--- src/rtl/ksa_pkg.sv ---
// Shared definitions for the Kogge-Stone adder sequencer: register offsets,
// CTRL/STATUS bit positions and the pass-sequencing state encoding.
package ksa_pkg;

    localparam logic [2:0] OffOpa    = 3'd0;
    localparam logic [2:0] OffOpb    = 3'd1;
    localparam logic [2:0] OffCtrl   = 3'd2;
    localparam logic [2:0] OffResult = 3'd3;
    localparam logic [2:0] OffStatus = 3'd4;

    localparam int unsigned CtrlStart = 0;
    localparam int unsigned CtrlWide  = 1;
    localparam int unsigned CtrlIrqEn = 2;

    localparam int unsigned StatBusy = 0;
    localparam int unsigned StatDone = 1;
    localparam int unsigned StatCout = 2;

    typedef enum logic [1:0] {
        StIdle = 2'd0,
        StLo   = 2'd1,
        StHi   = 2'd2,
        StFix  = 2'd3
    } seq_state_e;

    function automatic logic [31:0] byte_merge(input logic [31:0] old_val,
                                               input logic [31:0] wdata,
                                               input logic [3:0]  sel);
        logic [31:0] r;
        r = old_val;
        for (int i = 0; i < 4; i++) begin
            if (sel[i]) r[8*i +: 8] = wdata[8*i +: 8];
        end
        return r;
    endfunction

endpackage

--- src/rtl/ksa_seq_fsm.sv ---
// Pass sequencer: latches operands on start, drives the external 16-bit adder
// and assembles 16- or 32-bit results from its sum/carry over up to three passes.
module ksa_seq_fsm import ksa_pkg::*; (
    input  logic        clk_i,
    input  logic        rst_i,
    input  logic        start_i,
    input  logic        wide_i,
    input  logic [31:0] opa_i,
    input  logic [31:0] opb_i,
    input  logic [15:0] add_sum_i,
    input  logic        add_cout_i,
    output logic [15:0] add_a_o,
    output logic [15:0] add_b_o,
    output logic        busy_o,
    output logic        done_set_o,
    output logic [31:0] result_o,
    output logic        cout_o
);

    seq_state_e  state_q, state_d;
    logic [31:0] wa_q, wa_d, wb_q, wb_d, result_q, result_d;
    logic [15:0] s_hi_q, s_hi_d, a_q, a_d, b_q, b_d;
    logic        wide_q, wide_d, c_lo_q, c_lo_d, c_hi_q, c_hi_d, cout_q, cout_d;
    logic        done_set;

    always_comb begin
        state_d  = state_q;
        wa_d     = wa_q;
        wb_d     = wb_q;
        wide_d   = wide_q;
        result_d = result_q;
        s_hi_d   = s_hi_q;
        c_lo_d   = c_lo_q;
        c_hi_d   = c_hi_q;
        cout_d   = cout_q;
        done_set = 1'b0;

        case (state_q)
            StIdle: begin
                if (start_i) begin
                    wa_d    = opa_i;
                    wb_d    = opb_i;
                    wide_d  = wide_i;
                    state_d = StLo;
                end
            end
            StLo: begin
                result_d[15:0] = add_sum_i;
                c_lo_d         = add_cout_i;
                if (wide_q) begin
                    state_d = StHi;
                end else begin
                    result_d[31:16] = 16'h0;
                    cout_d          = add_cout_i;
                    done_set        = 1'b1;
                    state_d         = StIdle;
                end
            end
            StHi: begin
                s_hi_d  = add_sum_i;
                c_hi_d  = add_cout_i;
                state_d = StFix;
            end
            StFix: begin
                // Fold the low-half carry into the upper sum; at most one of the carries can be set.
                result_d[31:16] = add_sum_i;
                cout_d          = c_hi_q | add_cout_i;
                done_set        = 1'b1;
                state_d         = StIdle;
            end
            default: state_d = StIdle;
        endcase

        // Adder drives are registered from the next state so they line up with it.
        a_d = 16'h0;
        b_d = 16'h0;
        case (state_d)
            StLo: begin
                a_d = wa_d[15:0];
                b_d = wb_d[15:0];
            end
            StHi: begin
                a_d = wa_d[31:16];
                b_d = wb_d[31:16];
            end
            StFix: begin
                a_d = s_hi_d;
                b_d = {15'h0, c_lo_d};
            end
            default: ;
        endcase
    end

    always_ff @(posedge clk_i) begin
        if (rst_i) begin
            state_q  <= StIdle;
            wa_q     <= 32'h0;
            wb_q     <= 32'h0;
            wide_q   <= 1'b0;
            result_q <= 32'h0;
            s_hi_q   <= 16'h0;
            c_lo_q   <= 1'b0;
            c_hi_q   <= 1'b0;
            cout_q   <= 1'b0;
            a_q      <= 16'h0;
            b_q      <= 16'h0;
        end else begin
            state_q  <= state_d;
            wa_q     <= wa_d;
            wb_q     <= wb_d;
            wide_q   <= wide_d;
            result_q <= result_d;
            s_hi_q   <= s_hi_d;
            c_lo_q   <= c_lo_d;
            c_hi_q   <= c_hi_d;
            cout_q   <= cout_d;
            a_q      <= a_d;
            b_q      <= b_d;
        end
    end

    assign add_a_o    = a_q;
    assign add_b_o    = b_q;
    assign busy_o     = (state_q != StIdle);
    assign done_set_o = done_set;
    assign result_o   = result_q;
    assign cout_o     = cout_q;

endmodule

--- src/rtl/ksa16_wb_sequencer.sv ---
// Wishbone register front-end for the 16-bit Kogge-Stone adder: operand/control
// registers, sticky DONE with interrupt, and the pass sequencer instance.
module ksa16_wb_sequencer import ksa_pkg::*; #(
    parameter logic [31:0] BASE_ADDR = 32'h3000_0000
) (
    input  logic        wb_clk_i,
    input  logic        wb_rst_i,
    input  logic        wbs_stb_i,
    input  logic        wbs_cyc_i,
    input  logic        wbs_we_i,
    input  logic [3:0]  wbs_sel_i,
    input  logic [31:0] wbs_adr_i,
    input  logic [31:0] wbs_dat_i,
    output logic        wbs_ack_o,
    output logic [31:0] wbs_dat_o,
    output logic [15:0] add_a_o,
    output logic [15:0] add_b_o,
    input  logic [15:0] add_sum_i,
    input  logic        add_cout_i,
    output logic        irq_o
);

    logic        ack_q, ack_d;
    logic [31:0] dat_q, dat_d, opa_q, opa_d, opb_q, opb_d;
    logic        wide_q, wide_d, irq_en_q, irq_en_d, done_q, done_d, irq_q, irq_d;
    logic        req, acc, wr, start;
    logic [2:0]  off;
    logic        busy, done_set, fsm_cout;
    logic [31:0] result;
    logic        unused_adr;

    // Gating on ack_q gives one ack per request while the master still holds stb.
    assign req        = wbs_stb_i & wbs_cyc_i & (wbs_adr_i[31:8] == BASE_ADDR[31:8]);
    assign acc        = req & ~ack_q;
    assign wr         = acc & wbs_we_i;
    assign off        = wbs_adr_i[4:2];
    assign start      = wr && (off == OffCtrl) && wbs_dat_i[CtrlStart] && !busy;
    assign unused_adr = ^{wbs_adr_i[7:5], wbs_adr_i[1:0]};

    always_comb begin
        ack_d    = acc;
        opa_d    = opa_q;
        opb_d    = opb_q;
        wide_d   = wide_q;
        irq_en_d = irq_en_q;
        done_d   = done_q;
        dat_d    = 32'h0;

        if (wr) begin
            case (off)
                OffOpa:  opa_d = byte_merge(opa_q, wbs_dat_i, wbs_sel_i);
                OffOpb:  opb_d = byte_merge(opb_q, wbs_dat_i, wbs_sel_i);
                OffCtrl: begin
                    wide_d   = wbs_dat_i[CtrlWide];
                    irq_en_d = wbs_dat_i[CtrlIrqEn];
                end
                OffStatus: if (wbs_dat_i[StatDone]) done_d = 1'b0;
                default: ;
            endcase
        end
        if (start)    done_d = 1'b0;
        if (done_set) done_d = 1'b1;
        irq_d = done_d & irq_en_d;

        if (acc && !wbs_we_i) begin
            case (off)
                OffOpa:    dat_d = opa_q;
                OffOpb:    dat_d = opb_q;
                OffCtrl:   dat_d = {29'h0, irq_en_q, wide_q, 1'b0};
                OffResult: dat_d = result;
                OffStatus: dat_d = {29'h0, fsm_cout, done_q, busy};
                default:   dat_d = 32'h0;
            endcase
        end
    end

    always_ff @(posedge wb_clk_i) begin
        if (wb_rst_i) begin
            ack_q    <= 1'b0;
            dat_q    <= 32'h0;
            opa_q    <= 32'h0;
            opb_q    <= 32'h0;
            wide_q   <= 1'b0;
            irq_en_q <= 1'b0;
            done_q   <= 1'b0;
            irq_q    <= 1'b0;
        end else begin
            ack_q    <= ack_d;
            dat_q    <= dat_d;
            opa_q    <= opa_d;
            opb_q    <= opb_d;
            wide_q   <= wide_d;
            irq_en_q <= irq_en_d;
            done_q   <= done_d;
            irq_q    <= irq_d;
        end
    end

    ksa_seq_fsm u_fsm (
        .clk_i      (wb_clk_i),
        .rst_i      (wb_rst_i),
        .start_i    (start),
        .wide_i     (wbs_dat_i[CtrlWide]),
        .opa_i      (opa_q),
        .opb_i      (opb_q),
        .add_sum_i  (add_sum_i),
        .add_cout_i (add_cout_i),
        .add_a_o    (add_a_o),
        .add_b_o    (add_b_o),
        .busy_o     (busy),
        .done_set_o (done_set),
        .result_o   (result),
        .cout_o     (fsm_cout)
    );

    assign wbs_ack_o = ack_q;
    assign wbs_dat_o = dat_q;
    assign irq_o     = irq_q;

endmodule

--- config.mk ---
export PLATFORM = sky130hd
export DESIGN_NAME = ksa16_wb_sequencer
export DESIGN_NICKNAME = d
export VERILOG_FILES = /design/src/rtl/ksa_pkg.sv /design/src/rtl/ksa_seq_fsm.sv /design/src/rtl/ksa16_wb_sequencer.sv
export SDC_FILE = /design/constraint.sdc
export NUM_CORES = 1
export LEC_CHECK = 0
export ABC_AREA = 1
export ABC_CLOCK_PERIOD_IN_PS = 4200
export BUFFER_PORTS_ARGS = -buffer_cell sky130_fd_sc_hd__buf_2
export CORE_UTILIZATION = 55
export DETAILED_ROUTE_END_ITERATION = 6
export PLACE_DENSITY = 0.79
export SYNTH_ARGS = -nofsm -noshare
export SYNTH_HDL_FRONTEND = slang
export SYNTH_SLANG_ARGS = --single-unit
--- constraint.sdc ---
create_clock -name wb_clk_i -period 4.2 [get_ports wb_clk_i]
set_input_delay 0.63 -clock wb_clk_i [delete_from_list [all_inputs] [get_ports wb_clk_i]]
set_output_delay 0.63 -clock wb_clk_i [all_outputs]
set_load 0.005 [all_outputs]
==> results of run 1 <==
[area by class of cell]
class / instances / share of cell area (%)
Sequential cell: 203 / 40.2
Multi-Input combinational cell: 840 / 35.8
Timing Repair Buffer: 160 / 8.18
Inverter: 160 / 5.95
Clock buffer: 27 / 5.72
Tap cell: 211 / 2.61
Clock inverter: 11 / 1.50
[registers in the layout, indices dropped and copies added (netlist names), 2 cells and up]
register / count
u_fsm.wb_q: 16
wbs_dat_o: 32
u_fsm.add_a_o: 16
opa_q: 32
u_fsm.wa_q: 16
u_fsm.add_b_o: 16
u_fsm.result_o: 32
opb_q: 32
u_fsm.state_q: 2
[worst max-delay path by stage]
| stage | endpoint | slack, ns | depth (start not counted) |
|---|---|---|---|
| 6_report | u_fsm.add_a_o[5]$_SDFF_PP0_ | 1.75 | 8 |
| 5_1_grt | u_fsm.add_a_o[2]$_SDFF_PP0_ | 1.66 | 8 |
| 4_1_cts | u_fsm.add_a_o[14]$_SDFF_PP0_ | 1.84 | 8 |
| 3_5_place_dp | u_fsm.add_b_o[15]$_SDFF_PP0_ | 1.80 | 8 |
| 3_3_place_gp | u_fsm.add_b_o[15]$_SDFF_PP0_ | 1.80 | 8 |
| 2_1_floorplan | opb_q[0]$_SDFFE_PP0P_ | 2.39 | 11 |
[worst max-delay path, stage by stage (launching register included)]
cell and delay, ns:
sky130_fd_sc_hd__dfxtp_1 0.38, sky130_fd_sc_hd__inv_1 0.07, sky130_fd_sc_hd__nor2_1 0.12, sky130_fd_sc_hd__buf_4 0.26, sky130_fd_sc_hd__inv_2 0.17, sky130_fd_sc_hd__nor2_2 0.54
sky130_fd_sc_hd__buf_4 0.37, sky130_fd_sc_hd__nand3_1 0.26, sky130_fd_sc_hd__a21oi_1 0.18
[placed cells by master (no fill, tap or decap), drive strengths merged]
cell type	Yosys	layout
dfxtp	203	203
o211ai	2	2
a21oi	69	69
nand3b	1	1
nor2	261	261
inv	158	161
nor3	3	3
o21ai	20	20
buf	33	160
nand4	2	2
clkbuf	33	27
clkinv	2	7
nand3	72	72
and2	1	1
a31oi	29	29
a221oi	3	3
nand2	374	374
o22ai	3	3
bufinv	0	3
[kinds of logic after synthesis]
kind of cell	Yosys count	synth area share [%]
compound gates	126	7.96
buf+inv	226	11.0
flops	203	47.1
simple gates	714	33.9
[metal layers]
layer	track usage, %	vias up	routed length, microns
li1	-	4109	-
met1	40.2	3740	10300
met2	46.1	379	10600
met3	6.74	75	2440
met4	15.1	0	1230
met5	0	-	0
[cell usage after synthesis (5+ instances only)]
cell and n:
sky130_fd_sc_hd__nand2_1 364, sky130_fd_sc_hd__buf_2 17, sky130_fd_sc_hd__o21ai_0 20, sky130_fd_sc_hd__buf_6 9, sky130_fd_sc_hd__nand2_2 9, sky130_fd_sc_hd__a31oi_1 29, sky130_fd_sc_hd__nor2_4 5, sky130_fd_sc_hd__nor2_2 14
sky130_fd_sc_hd__inv_1 154, sky130_fd_sc_hd__a21oi_1 69, sky130_fd_sc_hd__clkbuf_1 33, sky130_fd_sc_hd__nand3_1 71, sky130_fd_sc_hd__dfxtp_1 203, sky130_fd_sc_hd__nor2_1 242
[through the flow]
stage / utilization, % / setup WS (ns)
5_1_grt: 66.2 / 1.66
3_3_place_gp: 61.4 / 1.80
4_1_cts: 66.2 / 1.84
2_1_floorplan: - / 2.39
6_report: 66.2 / 1.75
3_5_place_dp: 61.4 / 1.80
[where the power goes]
part / internal (mW) / switching, mW / total, mW
Combinational: 0.0410 / 0.0994 / 0.140
Sequential: 1.92 / 0.00000275 / 1.92
Clock: 1.17 / 0.788 / 1.96
==> impl_results.rst, run 1 <==
.. list-table::
   :header-rows: 1

   * - Metric
     - Value
   * - Final Instance Count excl. Fillers
     - 1612
   * - Critical Path Sink Type
     - register
   * - Tcrit/Tclk final
     - 58.3%
   * - Skew-Pair Late Insertion Delay
     - 0.50 ns
   * - Avg WL per Cell
     - 15.2 microns
   * - Number of global-route vias before repair
     - 7321
   * - Multi-input gate area in the final layout
     - 0.00361 sq mm
   * - Crit path launch type
     - register
   * - Total iterations of the first detailed-routing run
     - 5
   * - Number of cells in the design after placement
     - 1574
   * - Final global-route overflow total
     - 0
   * - Origin of the worst min-delay path
     - wbs_dat_i[26]
   * - Terminating pin of the worst hold path
     - opb_q[26]$_SDFFE_PP0P_
   * - Number of fillers in the final layout
     - 1340
   * - Synthesized Nets
     - 1359
   * - Class of the tightest hold or removal check
     - in2reg
   * - Headroom to the max-slew limit
     - 34.3%
   * - Final ANT Viol Nets
     - 0
   * - Library cells used by synthesis
     - 29
   * - Antenna cells
     - 0
   * - Top cells by area in the synthesized netlist
     - sky130_fd_sc_hd__dfxtp_1 (47%), sky130_fd_sc_hd__nand2_1 (16%), sky130_fd_sc_hd__nor2_1 (11%), sky130_fd_sc_hd__inv_1 (6.7%), sky130_fd_sc_hd__nand3_1 (4.1%)
   * - Worst R2R End
     - u_fsm.add_a_o[5]$_SDFF_PP0_
   * - Yosys warns
     - 0
   * - Cell depth of the worst hold path
     - 3
   * - Sequential cell area
     - 0.00406 sq mm
   * - Number of buffers created by CTS
     - 21
   * - Post-route total power
     - 4.03 mW
   * - Final layout net count
     - 1476
   * - Initial antenna violation count
     - 0
   * - Total wirelength of the detailed-routed design
     - 24600 microns
   * - Die width
     - 127 microns
   * - Post-synth top area share
     - 47.1%
   * - Hold buffer count at CTS
     - 0
   * - Half-perimeter wire length of the detailed placement result
     - 16800 microns
   * - Setup TNS Final
     - 0 ns
   * - Synthesis-to-layout area growth
     - 17.0%
   * - Commonest register cell after synthesis
     - sky130_fd_sc_hd__dfxtp_1
   * - Number of vias per cell
     - 5.15
   * - Number of flops mapped to enable cells by yosys
     - 0
   * - Largest fanout of any net on the critical path
     - 22
   * - Slew Viols, Final
     - 0
   * - First-pass GRT wire length
     - 37700 microns
   * - Post-detailed-placement cell area
     - 0.00937 sq mm
   * - Iter 0 DRT Violations
     - 873
   * - Outcome
     - finished, final reports clean
   * - Pin slew with the least headroom to its limit
     - 0.984 ns
   * - Core Footprint
     - 0.0153 sq mm
   * - Part of the Yosys area used for sequential elements
     - 47.1%
   * - Total via count after detailed routing
     - 8303
   * - Total standard cell area after synthesis
     - 0.00863 sq mm
   * - CP Launch Point
     - u_fsm.state_q[0]$_SDFF_PP0_
   * - CTS clock-pin slew for the worst setup and hold paths
     - 0.06 ns
   * - Number of max-cap violations
     - 0
   * - Count of boundary I/O pins
     - 156
   * - Hold Worst Slack
     - 0.367 ns
   * - Final setup violating endpoints
     - 0
   * - TritonCTS clock tree
     - yes
   * - Class of the most critical setup path
     - reg2reg
   * - Synthesized flop and latch total
     - 203
   * - Starting Density
     - 56.5%
   * - Max Buffers Root-to-Sink
     - 3
   * - Setup slack, reg-to-reg
     - 1.75 ns
   * - H-tree levels
     - 1
   * - Average size of a mapped cell
     - 6.80 sq um
   * - Post-route cell area
     - 0.0101 sq mm
   * - Share of post-route cells with drive strength above 1
     - 16.7%
   * - Worst r2r path cells
     - 8
   * - Achievable Freq
     - 408 MHz
   * - Fin Clk Skew
     - 0.00719 ns
   * - Critical path required time
     - 4.62 ns
   * - Number of rows created at floorplan
     - 45
   * - P per Cell Area
     - 399 mW/mm^2
   * - Gate count of the mapped netlist
     - 1269
   * - Cell type with the highest aggregate area in the netlist
     - sky130_fd_sc_hd__dfxtp_1
   * - Reg2reg start
     - u_fsm.state_q[0]$_SDFF_PP0_
   * - Post-CTS Setup Inserts
     - 0
   * - Post-CTS resize count
     - 0
   * - Global routing usage summed across all routing layers
     - 30.1%
   * - Fraction of registers with async set or reset after synthesis
     - 0%
   * - Static Leakage
     - 4.75 nW
   * - Final RePlAce weighted congestion
     - 0.899
   * - Number of buffers added on ports
     - 150
   * - Data arrival time of the worst path
     - 2.87 ns
   * - Number of clock sinks
     - 203
   * - Hold Violations, Final
     - 0
   * - Drc violations
     - 0
   * - Clk Tree Root Cell
     - sky130_fd_sc_hd__clkbuf_16
   * - Height of the die
     - 127 microns
   * - Setup repair after global routing missed its margin
     - false
   * - Shortest clock period the worst path allows after layout
     - 2.45 ns
   * - Die Footprint
     - 0.0162 sq mm
   * - Worst IR drop on VDD
     - 0.000274 V
   * - Largest net degree at the start of global routing
     - 85
(Power assumes the default switching activity.)
==> run 2: changes to the inputs <==
--- a/config.mk
+++ b/config.mk
@@ -5,12 +5,12 @@
 export SDC_FILE = /design/constraint.sdc
 export NUM_CORES = 1
 export LEC_CHECK = 0
-export ABC_AREA = 1
-export ABC_CLOCK_PERIOD_IN_PS = 4200
+export ABC_AREA = 0
+export ABC_CLOCK_PERIOD_IN_PS = 2250
 export BUFFER_PORTS_ARGS = -buffer_cell sky130_fd_sc_hd__buf_2
-export CORE_UTILIZATION = 55
+export CORE_UTILIZATION = 49
 export DETAILED_ROUTE_END_ITERATION = 6
-export PLACE_DENSITY = 0.79
+export PLACE_DENSITY = 0.75
 export SYNTH_ARGS = -nofsm -noshare
 export SYNTH_HDL_FRONTEND = slang
 export SYNTH_SLANG_ARGS = --single-unit
==> constraint.sdc (replaced) <==
create_clock -name wb_clk_i -period 2.25 [get_ports wb_clk_i]
set_input_delay 0.3375 -clock wb_clk_i [delete_from_list [all_inputs] [get_ports wb_clk_i]]
set_output_delay 0.3375 -clock wb_clk_i [all_outputs]
set_load 0.005 [all_outputs]
==> run 2 against run 1 <==
  * Final cell count is 25% lower
  * Sequential power is 87% higher
  * Hold slack worse by 0.27 ns
  * Core utilization is 3.6 points lower
  * Combinational power is 79% higher
  * Sequential share of layout area is 0.79 points higher
  * Clock skew is 0.0062 ns higher
  * Fmax is 16% higher
  * Area after synthesis is 8.1% lower
  * Cell area is 1.9% lower
  * Via count is 23% lower
  * Critical path type unchanged
==> impl_results.rst, run 2 <==
.. list-table::
   :header-rows: 1

   * - Metric
     - Value
   * - Critical Path Sink Type
     - register
   * - Largest fanout of any net on the critical path
     - 21 (-4.5%)
   * - Total iterations of the first detailed-routing run
     - 5 (unchanged)
   * - Half-perimeter wire length of the detailed placement result
     - 14300 microns (-15%)
   * - Commonest register cell after synthesis
     - sky130_fd_sc_hd__dfxtp_1
   * - H-tree levels
     - 1 (unchanged)
   * - Critical path required time
     - 2.62 ns (-2.00 ns)
   * - Iter 0 DRT Violations
     - 571 (-35%)
   * - Average size of a mapped cell
     - 9.65 sq um (+42%)
   * - Crit path launch type
     - register
   * - Fin Clk Skew
     - 0.0134 ns (+0.00625 ns)
   * - Die width
     - 129 microns (+1.5%)
   * - Post-route total power
     - 7.65 mW (+90%)
   * - Post-synth top area share
     - 51.2% (+4.1 points)
   * - Largest net degree at the start of global routing
     - 87 (+2.4%)
   * - Global routing usage summed across all routing layers
     - 25.1% (-5.1 points)
   * - Number of vias per cell
     - 5.33 (+3.5%)
   * - Most common cell after layout, fill and taps aside
     - sky130_fd_sc_hd__dfxtp_1
   * - Final setup violating endpoints
     - 0 (unchanged)
   * - Hold buffer count at CTS
     - 0 (unchanged)
   * - Synthesis-to-layout area growth
     - 24.9%
   * - P per Cell Area
     - 772 mW/mm^2 (+94%)
   * - Synthesized flop and latch total
     - 203 (unchanged)
   * - CTS clock-pin slew for the worst setup and hold paths
     - 0.07 ns (about the same)
   * - Yosys warns
     - 0 (unchanged)
   * - Class of the tightest hold or removal check
     - in2reg
   * - Skew-Pair Late Insertion Delay
     - 0.50 ns (about the same)
   * - First-pass GRT wire length
     - 32900 microns (-13%)
   * - Top cells by area in the synthesized netlist
     - sky130_fd_sc_hd__dfxtp_1 (51%), sky130_fd_sc_hd__mux2i_1 (12%), sky130_fd_sc_hd__nor2_1 (7.8%), sky130_fd_sc_hd__a22oi_1 (6.2%), sky130_fd_sc_hd__mux2_2 (4.4%)
   * - Slew Viols, Final
     - 0 (unchanged)
   * - Die Footprint
     - 0.0167 sq mm (+3.1%)
   * - Hold Worst Slack
     - 0.0923 ns (-0.275 ns)
   * - Cell type with the highest aggregate area in the netlist
     - sky130_fd_sc_hd__dfxtp_1
   * - TritonCTS clock tree
     - yes
   * - Number of rows created at floorplan
     - 46 (+2.2%)
   * - Tcrit/Tclk final
     - 93.6% (+35 points)
   * - Most frequent cells after synthesis
     - sky130_fd_sc_hd__dfxtp_1 (203), sky130_fd_sc_hd__nor2_1 (165), sky130_fd_sc_hd__mux2i_1 (92)
   * - Final ANT Viol Nets
     - 0 (unchanged)
   * - Leading cell types in the layout, fill and taps excluded
     - sky130_fd_sc_hd__dfxtp_1 (203), sky130_fd_sc_hd__nor2_1 (163), sky130_fd_sc_hd__buf_2 (149), sky130_fd_sc_hd__mux2i_1 (92), sky130_fd_sc_hd__nand2_1 (67)
   * - Most frequent CP cell
     - sky130_fd_sc_hd__buf_4
   * - Pin slew with the least headroom to its limit
     - 0.550 ns (-0.435 ns)
   * - Number of global-route vias before repair
     - 6085 (-17%)
   * - Core Footprint
     - 0.0158 sq mm (+3.7%)
   * - Gate count of the mapped netlist
     - 822 (-35%)
   * - Shortest clock period the worst path allows after layout
     - 2.11 ns (-0.343 ns)
   * - Part of the Yosys area used for sequential elements
     - 51.2% (+4.1 points)
   * - Post-route cell area
     - 0.00990 sq mm (-1.9%)
   * - Class of the most critical setup path
     - reg2reg
   * - Clk Tree Root Cell
     - sky130_fd_sc_hd__clkbuf_16
   * - Number of buffers created by CTS
     - 22 (+4.8%)
   * - Library cells used by synthesis
     - 38 (+31%)
   * - Fraction of registers with async set or reset after synthesis
     - 0% (unchanged)
   * - Outcome
     - finished, final reports clean
   * - Count leader, synth
     - sky130_fd_sc_hd__dfxtp_1
   * - Data arrival time of the worst path
     - 2.48 ns (-0.39 ns)
   * - Achievable Freq
     - 475 MHz (+16%)
   * - Avg WL per Cell
     - 17.1 microns (+12%)
   * - Share of post-route cells with drive strength above 1
     - 27.6% (+11 points)
   * - Post-detailed-placement cell area
     - 0.00912 sq mm (-2.7%)
   * - Max Buffers Root-to-Sink
     - 3 (unchanged)
   * - Number of clock sinks
     - 203 (unchanged)
   * - Final RePlAce weighted congestion
     - 0.843 (-6.3%)
   * - Static Leakage
     - 3.82 nW (-20%)
   * - Total via count after detailed routing
     - 6405 (-23%)
   * - Count of boundary I/O pins
     - 156 (unchanged)
   * - Final layout net count
     - 1058 (-28%)
   * - Worst IR drop on VDD
     - 0.000600 V (+120%)
   * - Total standard cell area after synthesis
     - 0.00793 sq mm (-8.1%)
   * - Initial antenna violation count
     - 2 (+2)
   * - Height of the die
     - 129 microns (+1.5%)
   * - Synthesized Nets
     - 912 (-33%)
   * - Slowest CP cell
     - sky130_fd_sc_hd__dfxtp_1
   * - Total wirelength of the detailed-routed design
     - 20500 microns (-17%)
   * - Cell breakdown of the critical path
     - nor4b_2 > nand4_1 > buf_4 > nor4_2 > buf_4 > buf_12 > mux2i_1 > nor2_1
   * - Drc violations
     - 0 (unchanged)
   * - Number of max-cap violations
     - 0 (unchanged)
   * - Starting Density
     - 50.1% (-6.4 points)
   * - Number of flops mapped to enable cells by yosys
     - 0 (unchanged)
   * - Hold Violations, Final
     - 0 (unchanged)
   * - Crit-path max cell delay
     - 0.31 ns (-0.23 ns)
   * - Number of fillers in the final layout
     - 1338 (-0.15%)
   * - Headroom to the max-slew limit
     - 63.1% (+29 points)
   * - Final global-route overflow total
     - 0 (unchanged)
   * - Number of buffers added on ports
     - 150 (unchanged)
[run 2: logic make-up (layout without fill, tap and decap cells)]
family / after synthesis / in the layout / synth area share [%]
other: 0 / 1 / 0
AND/OR/NAND/NOR: 283 / 283 / 16.8
AO/OA/AOI/OAI: 135 / 135 / 11.7
buffers and inverters: 78 / 240 / 4.24
flip-flops: 203 / 203 / 51.2
multiplexers: 123 / 123 / 16.0
[run 2: worst max-delay path, delay by kind of cell, from the launching register on]
family	cells	cell delay [ns]
buffers and inverters	3	0.60
flip-flops	1	0.31
multiplexers	1	0.27
AND/OR/NAND/NOR	4	0.78
[run 2: worst paths after layout]
kind,slack [ns],start,depth (start not counted),end
max,0.14,wbs_ack_o$_SDFF_PP0_,8,u_fsm.wb_q[27]$_SDFF_PP0_
min,0.09,wbs_dat_i[10],3,opa_q[10]$_SDFFE_PP0P_
max reg2reg,0.14,wbs_ack_o$_SDFF_PP0_,8,u_fsm.wb_q[27]$_SDFF_PP0_
min reg2reg,0.45,u_fsm.result_o[5]$_SDFFE_PP0P_,2,u_fsm.result_o[5]$_SDFFE_PP0P_
[run 2: final cells by class]
cell class | count | area [sq um] | share of cell area [%]
Antenna cell | 1 | 2.50 | 0.0253
Tap cell | 216 | 270 | 2.73
Clock buffer | 32 | 659 | 6.66
Clock inverter | 8 | 119 | 1.20
Inverter | 8 | 30.0 | 0.303
Sequential cell | 203 | 4060 | 41.0
Multi-Input combinational cell | 541 | 3550 | 35.9
Timing Repair Buffer | 192 | 1210 | 12.2
[run 2: metrics by stage]
step                      cells  utilization, %  TNS, ns  setup WS, ns
after floorplan             822               -        0         0.156
after global placement     1160            57.6    -1.87       -0.0872
after detailed placement   1160            57.6    -2.05        -0.111
after CTS                  1200            62.5        0        0.0176
after global routing       1201            62.6  -0.0174       -0.0174
final                      1201            62.6        0         0.144
[run 2: repair_timing]
action | CTS | global route
setup endpoints to repair | 0 | 88
setup buffers | 0 | 0
resized for setup | 0 | 1
[run 2: where the power goes]
group	switching, mW	total (mW)	internal (mW)
Combinational	0.163	0.251	0.0888
Sequential	0.000000000924	3.59	3.59
Clock	1.43	3.80	2.38
Total	1.59	7.65	6.06
[run 2: metal layers]
layer | vias to the layer above | wire, microns | GRT usage [%]
met5 | - | 8 | 0
met4 | 2 | 479 | 7.68
met3 | 38 | 1420 | 3.96
met2 | 246 | 8800 | 36.8
met1 | 2976 | 9770 | 37.5
li1 | 3143 | - | -
==> run 3: changes to the inputs <==
--- a/config.mk
+++ b/config.mk
@@ -8,9 +8,11 @@
 export ABC_AREA = 0
 export ABC_CLOCK_PERIOD_IN_PS = 2250
 export BUFFER_PORTS_ARGS = -buffer_cell sky130_fd_sc_hd__buf_2
+export CORE_MARGIN = 4
 export CORE_UTILIZATION = 49
 export DETAILED_ROUTE_END_ITERATION = 6
 export PLACE_DENSITY = 0.75
+export SLEW_MARGIN = 20
 export SYNTH_ARGS = -nofsm -noshare
 export SYNTH_HDL_FRONTEND = slang
 export SYNTH_SLANG_ARGS = --single-unit
==> run 3 against run 2 <==
  * Sequential power about the same
  * Global-route usage fell by 3.3 points
  * Wire length increased by 0.17%
  * Clock skew shrank 0.0051 ns
  * Register-to-register slack gained 0.07 ns
==> impl_results.rst, run 3 (synthesis gave the netlist of run 2 again) <==
.. list-table::
   :header-rows: 1

   * - Metric
     - Value
   * - Outcome
     - finished, final reports clean
   * - Layout Utilization
     - 61.5% (-1.1 points)
   * - TritonCTS clock tree
     - yes
   * - Share of post-route cells with drive strength above 1
     - 26.9% (-0.70 points)
   * - Final worst-path setup slack
     - 0.217 ns (+0.0730 ns)
   * - Die Footprint
     - 0.0183 sq mm (+9.5%)
   * - Share of total power in the clock network
     - 46.8% (-2.9 points)
   * - Cell breakdown of the critical path
     - nor4b_2 > nand4_1 > buf_4 > nor4_2 > buf_4 > buf_12 > mux2i_1 > nor2_1
   * - Achievable Freq
     - 492 MHz (+3.6%)
   * - Post-CTS Setup Inserts
     - 0 (unchanged)
   * - Clk Tree Root Cell
     - sky130_fd_sc_hd__clkbuf_16
   * - Avg WL per Cell
     - 17.2 microns (+0.75%)
   * - Synthesis-to-layout area growth
     - 23.1%
   * - Number of clock sinks
     - 203 (unchanged)
   * - Total via count after detailed routing
     - 6339 (-1.0%)
   * - Worst IR drop on VDD
     - 0.000539 V (-10%)
   * - Largest net degree at the start of global routing
     - 74 (-15%)
   * - Tcrit/Tclk final
     - 90.3% (-3.2 points)
   * - Slew Viols, Final
     - 0 (unchanged)
   * - Setup TNS Final
     - 0 ns (unchanged)
   * - Final setup violating endpoints
     - 0 (unchanged)
   * - Final global-route overflow total
     - 0 (unchanged)
   * - Post-route total power
     - 7.22 mW (-5.6%)
   * - Setup slack, reg-to-reg
     - 0.22 ns (+0.07 ns)
   * - Hold Worst Slack
     - 0.0955 ns (+0.00324 ns)
   * - Buffers plus inverters on the worst setup path
     - 3 (unchanged)
   * - Max Buffers Root-to-Sink
     - 3 (unchanged)
   * - Fin Clk Skew
     - 0.00838 ns (-0.00506 ns)
   * - Final RePlAce weighted congestion
     - 0.862 (+2.3%)
   * - Setup repair after global routing missed its margin
     - false
   * - Critical path required time
     - 2.63 ns (about the same)
   * - Final ANT Viol Nets
     - 0 (unchanged)
   * - Leading cell types in the layout, fill and taps excluded
     - sky130_fd_sc_hd__dfxtp_1 (203), sky130_fd_sc_hd__nor2_1 (163), sky130_fd_sc_hd__buf_2 (149), sky130_fd_sc_hd__mux2i_1 (92), sky130_fd_sc_hd__nand2_1 (67)
   * - Critical Path Sink Type
     - register
   * - Most common cell after layout, fill and taps aside
     - sky130_fd_sc_hd__dfxtp_1
   * - Die width
     - 135 microns (+4.6%)
   * - Class of the tightest hold or removal check
     - in2reg
   * - CTS clock-pin slew for the worst setup and hold paths
     - 0.06 ns (about the same)
   * - H-tree levels
     - 1 (unchanged)
   * - Drc violations
     - 0 (unchanged)
   * - Iter 0 DRT Violations
     - 556 (-2.6%)
   * - Number of buffers added on ports
     - 150 (unchanged)
   * - P per Cell Area
     - 739 mW/mm^2 (-4.3%)
   * - Internal power
     - 5.68 mW (-6.2%)
   * - Switch share
     - 21.3% (+0.49 points)
   * - Total wirelength of the detailed-routed design
     - 20500 microns (+0.17%)
   * - Core Footprint
     - 0.0159 sq mm (+0.36%)
   * - Pin slew with the least headroom to its limit
     - 0.726 ns (+0.177 ns)
   * - Number of vias per cell
     - 5.31 (-0.45%)
   * - Static Leakage
     - 3.74 nW (-2.1%)
   * - Number of global-route vias before repair
     - 5974 (-1.8%)
   * - Height of the die
     - 135 microns (+4.6%)
   * - Data arrival time of the worst path
     - 2.41 ns (-0.07 ns)
   * - Number of fillers in the final layout
     - 1387 (+3.7%)
   * - Number of max-cap violations
     - 0 (unchanged)
   * - Worst-case setup slack after placement
     - -0.0264 ns (+0.0843 ns)
   * - Class of the most critical setup path
     - reg2reg
   * - Total iterations of the first detailed-routing run
     - 5 (unchanged)
   * - Starting Density
     - 49.9% (-0.18 points)
   * - Hold Violations, Final
     - 0 (unchanged)
   * - Headroom to the max-slew limit
     - 51.3% (-12 points)
   * - Shortest clock period the worst path allows after layout
     - 2.03 ns (-0.0730 ns)
   * - Final layout net count
     - 1052 (-0.57%)
   * - Flop pwr share
     - 49.8% (+2.8 points)
   * - Hold buffer count at CTS
     - 0 (unchanged)
   * - Most frequent CP cell
     - sky130_fd_sc_hd__buf_4
   * - Number of rows created at floorplan
     - 46 (unchanged)
   * - Slowest CP cell
     - sky130_fd_sc_hd__dfxtp_1
   * - Global routing usage summed across all routing layers
     - 21.7% (-3.3 points)
   * - First-pass GRT wire length
     - 32200 microns (-2.3%)
   * - Power dissipated by switching net loads
     - 1.53 mW (-3.4%)
   * - Crit path launch type
     - register
   * - Number of buffers created by CTS
     - 21 (-4.5%)
   * - Skew-Pair Late Insertion Delay
     - 0.50 ns (about the same)
   * - Worst path top cell family by delay
     - simple AND/OR/NAND/NOR gates
   * - Initial antenna violation count
     - 3 (+1)
   * - Crit-path max cell delay
     - 0.32 ns (about the same)
   * - Combinational Power Share
     - 3.4% (about the same)
   * - Half-perimeter wire length of the detailed placement result
     - 14300 microns (+0.42%)
   * - Count of boundary I/O pins
     - 156 (unchanged)
   * - Largest fanout of any net on the critical path
     - 23 (+9.5%)
run 3: cell types whose count changed in the layout (fill, tap and decap cells not counted), sizes merged:
cell / change
buf: -5
clkinv: -1
clkbuf: -1
bufinv: -2
diode: +1
clkinvlp: +1
run 3: path summary, 6_finish.rpt:
kind | from | end | cells after the start
worst min-delay path | wbs_dat_i[26] | opa_q[26]$_SDFFE_PP0P_ | 3
worst min register to register | u_fsm.result_o[14]$_SDFFE_PP0P_ | u_fsm.result_o[14]$_SDFFE_PP0P_ | 2
worst max-delay path | wbs_ack_o$_SDFF_PP0_ | u_fsm.wb_q[29]$_SDFF_PP0_ | 8
worst max register to register | wbs_ack_o$_SDFF_PP0_ | u_fsm.wb_q[29]$_SDFF_PP0_ | 8
run 3: repair_timing:
action / in CTS / in global routing
hold endpoints to repair: 0 / 0
gates resized for setup: 0 / 1
setup endpoints to repair: 0 / 40
run 3: routing by layer:
| layer | part of all wire, % | wire [microns] | vias to the layer above | GRT usage [%] |
|---|---|---|---|---|
| met5 | 0.063 | 13 | - | 0 |
| met4 | 2.1 | 434 | 2 | 6.16 |
| met1 | 47 | 9640 | 2960 | 32.5 |
| met2 | 43 | 8850 | 211 | 31.9 |
| met3 | 7.7 | 1590 | 33 | 4.42 |
| li1 | - | - | 3133 | - |
run 3: layout make-up:
class	instances	area [sq um]	area share [%]
Inverter	8	30.0	0.307
Sequential cell	203	4060	41.6
Multi-Input combinational cell	541	3550	36.4
Timing Repair Buffer	187	1170	12.0
Clock buffer	31	613	6.28
Antenna cell	2	5.00	0.0512
Clock inverter	6	61.3	0.628
Tap cell	216	270	2.77
run 3: stage by stage:
stage / area [sq um] / std cells
finish: 9770 / 1194
floorplan: 7930 / 822
CTS: 9750 / 1192
global route: 9770 / 1194
global placement: 9080 / 1155
detailed placement: 9080 / 1155
run 3: worst register-to-register path, delay by kind of cell (launching register included):
family / cells / cell delay [ns]
mux: 1 / 0.25
flops: 1 / 0.32
buf+inv: 3 / 0.61
simple gates: 4 / 0.75
run 3: power groups by stage:
stage / combinational, mW / sequential (mW) / clock, mW
5_1_grt: 0.264 / 3.59 / 3.60
3_3_place_gp: 0.240 / 3.67 / 0
3_5_place_dp: 0.240 / 3.67 / 0
2_1_floorplan: 0.108 / 3.67 / 0
4_1_cts: 0.241 / 3.59 / 3.44
6_report: 0.246 / 3.59 / 3.38
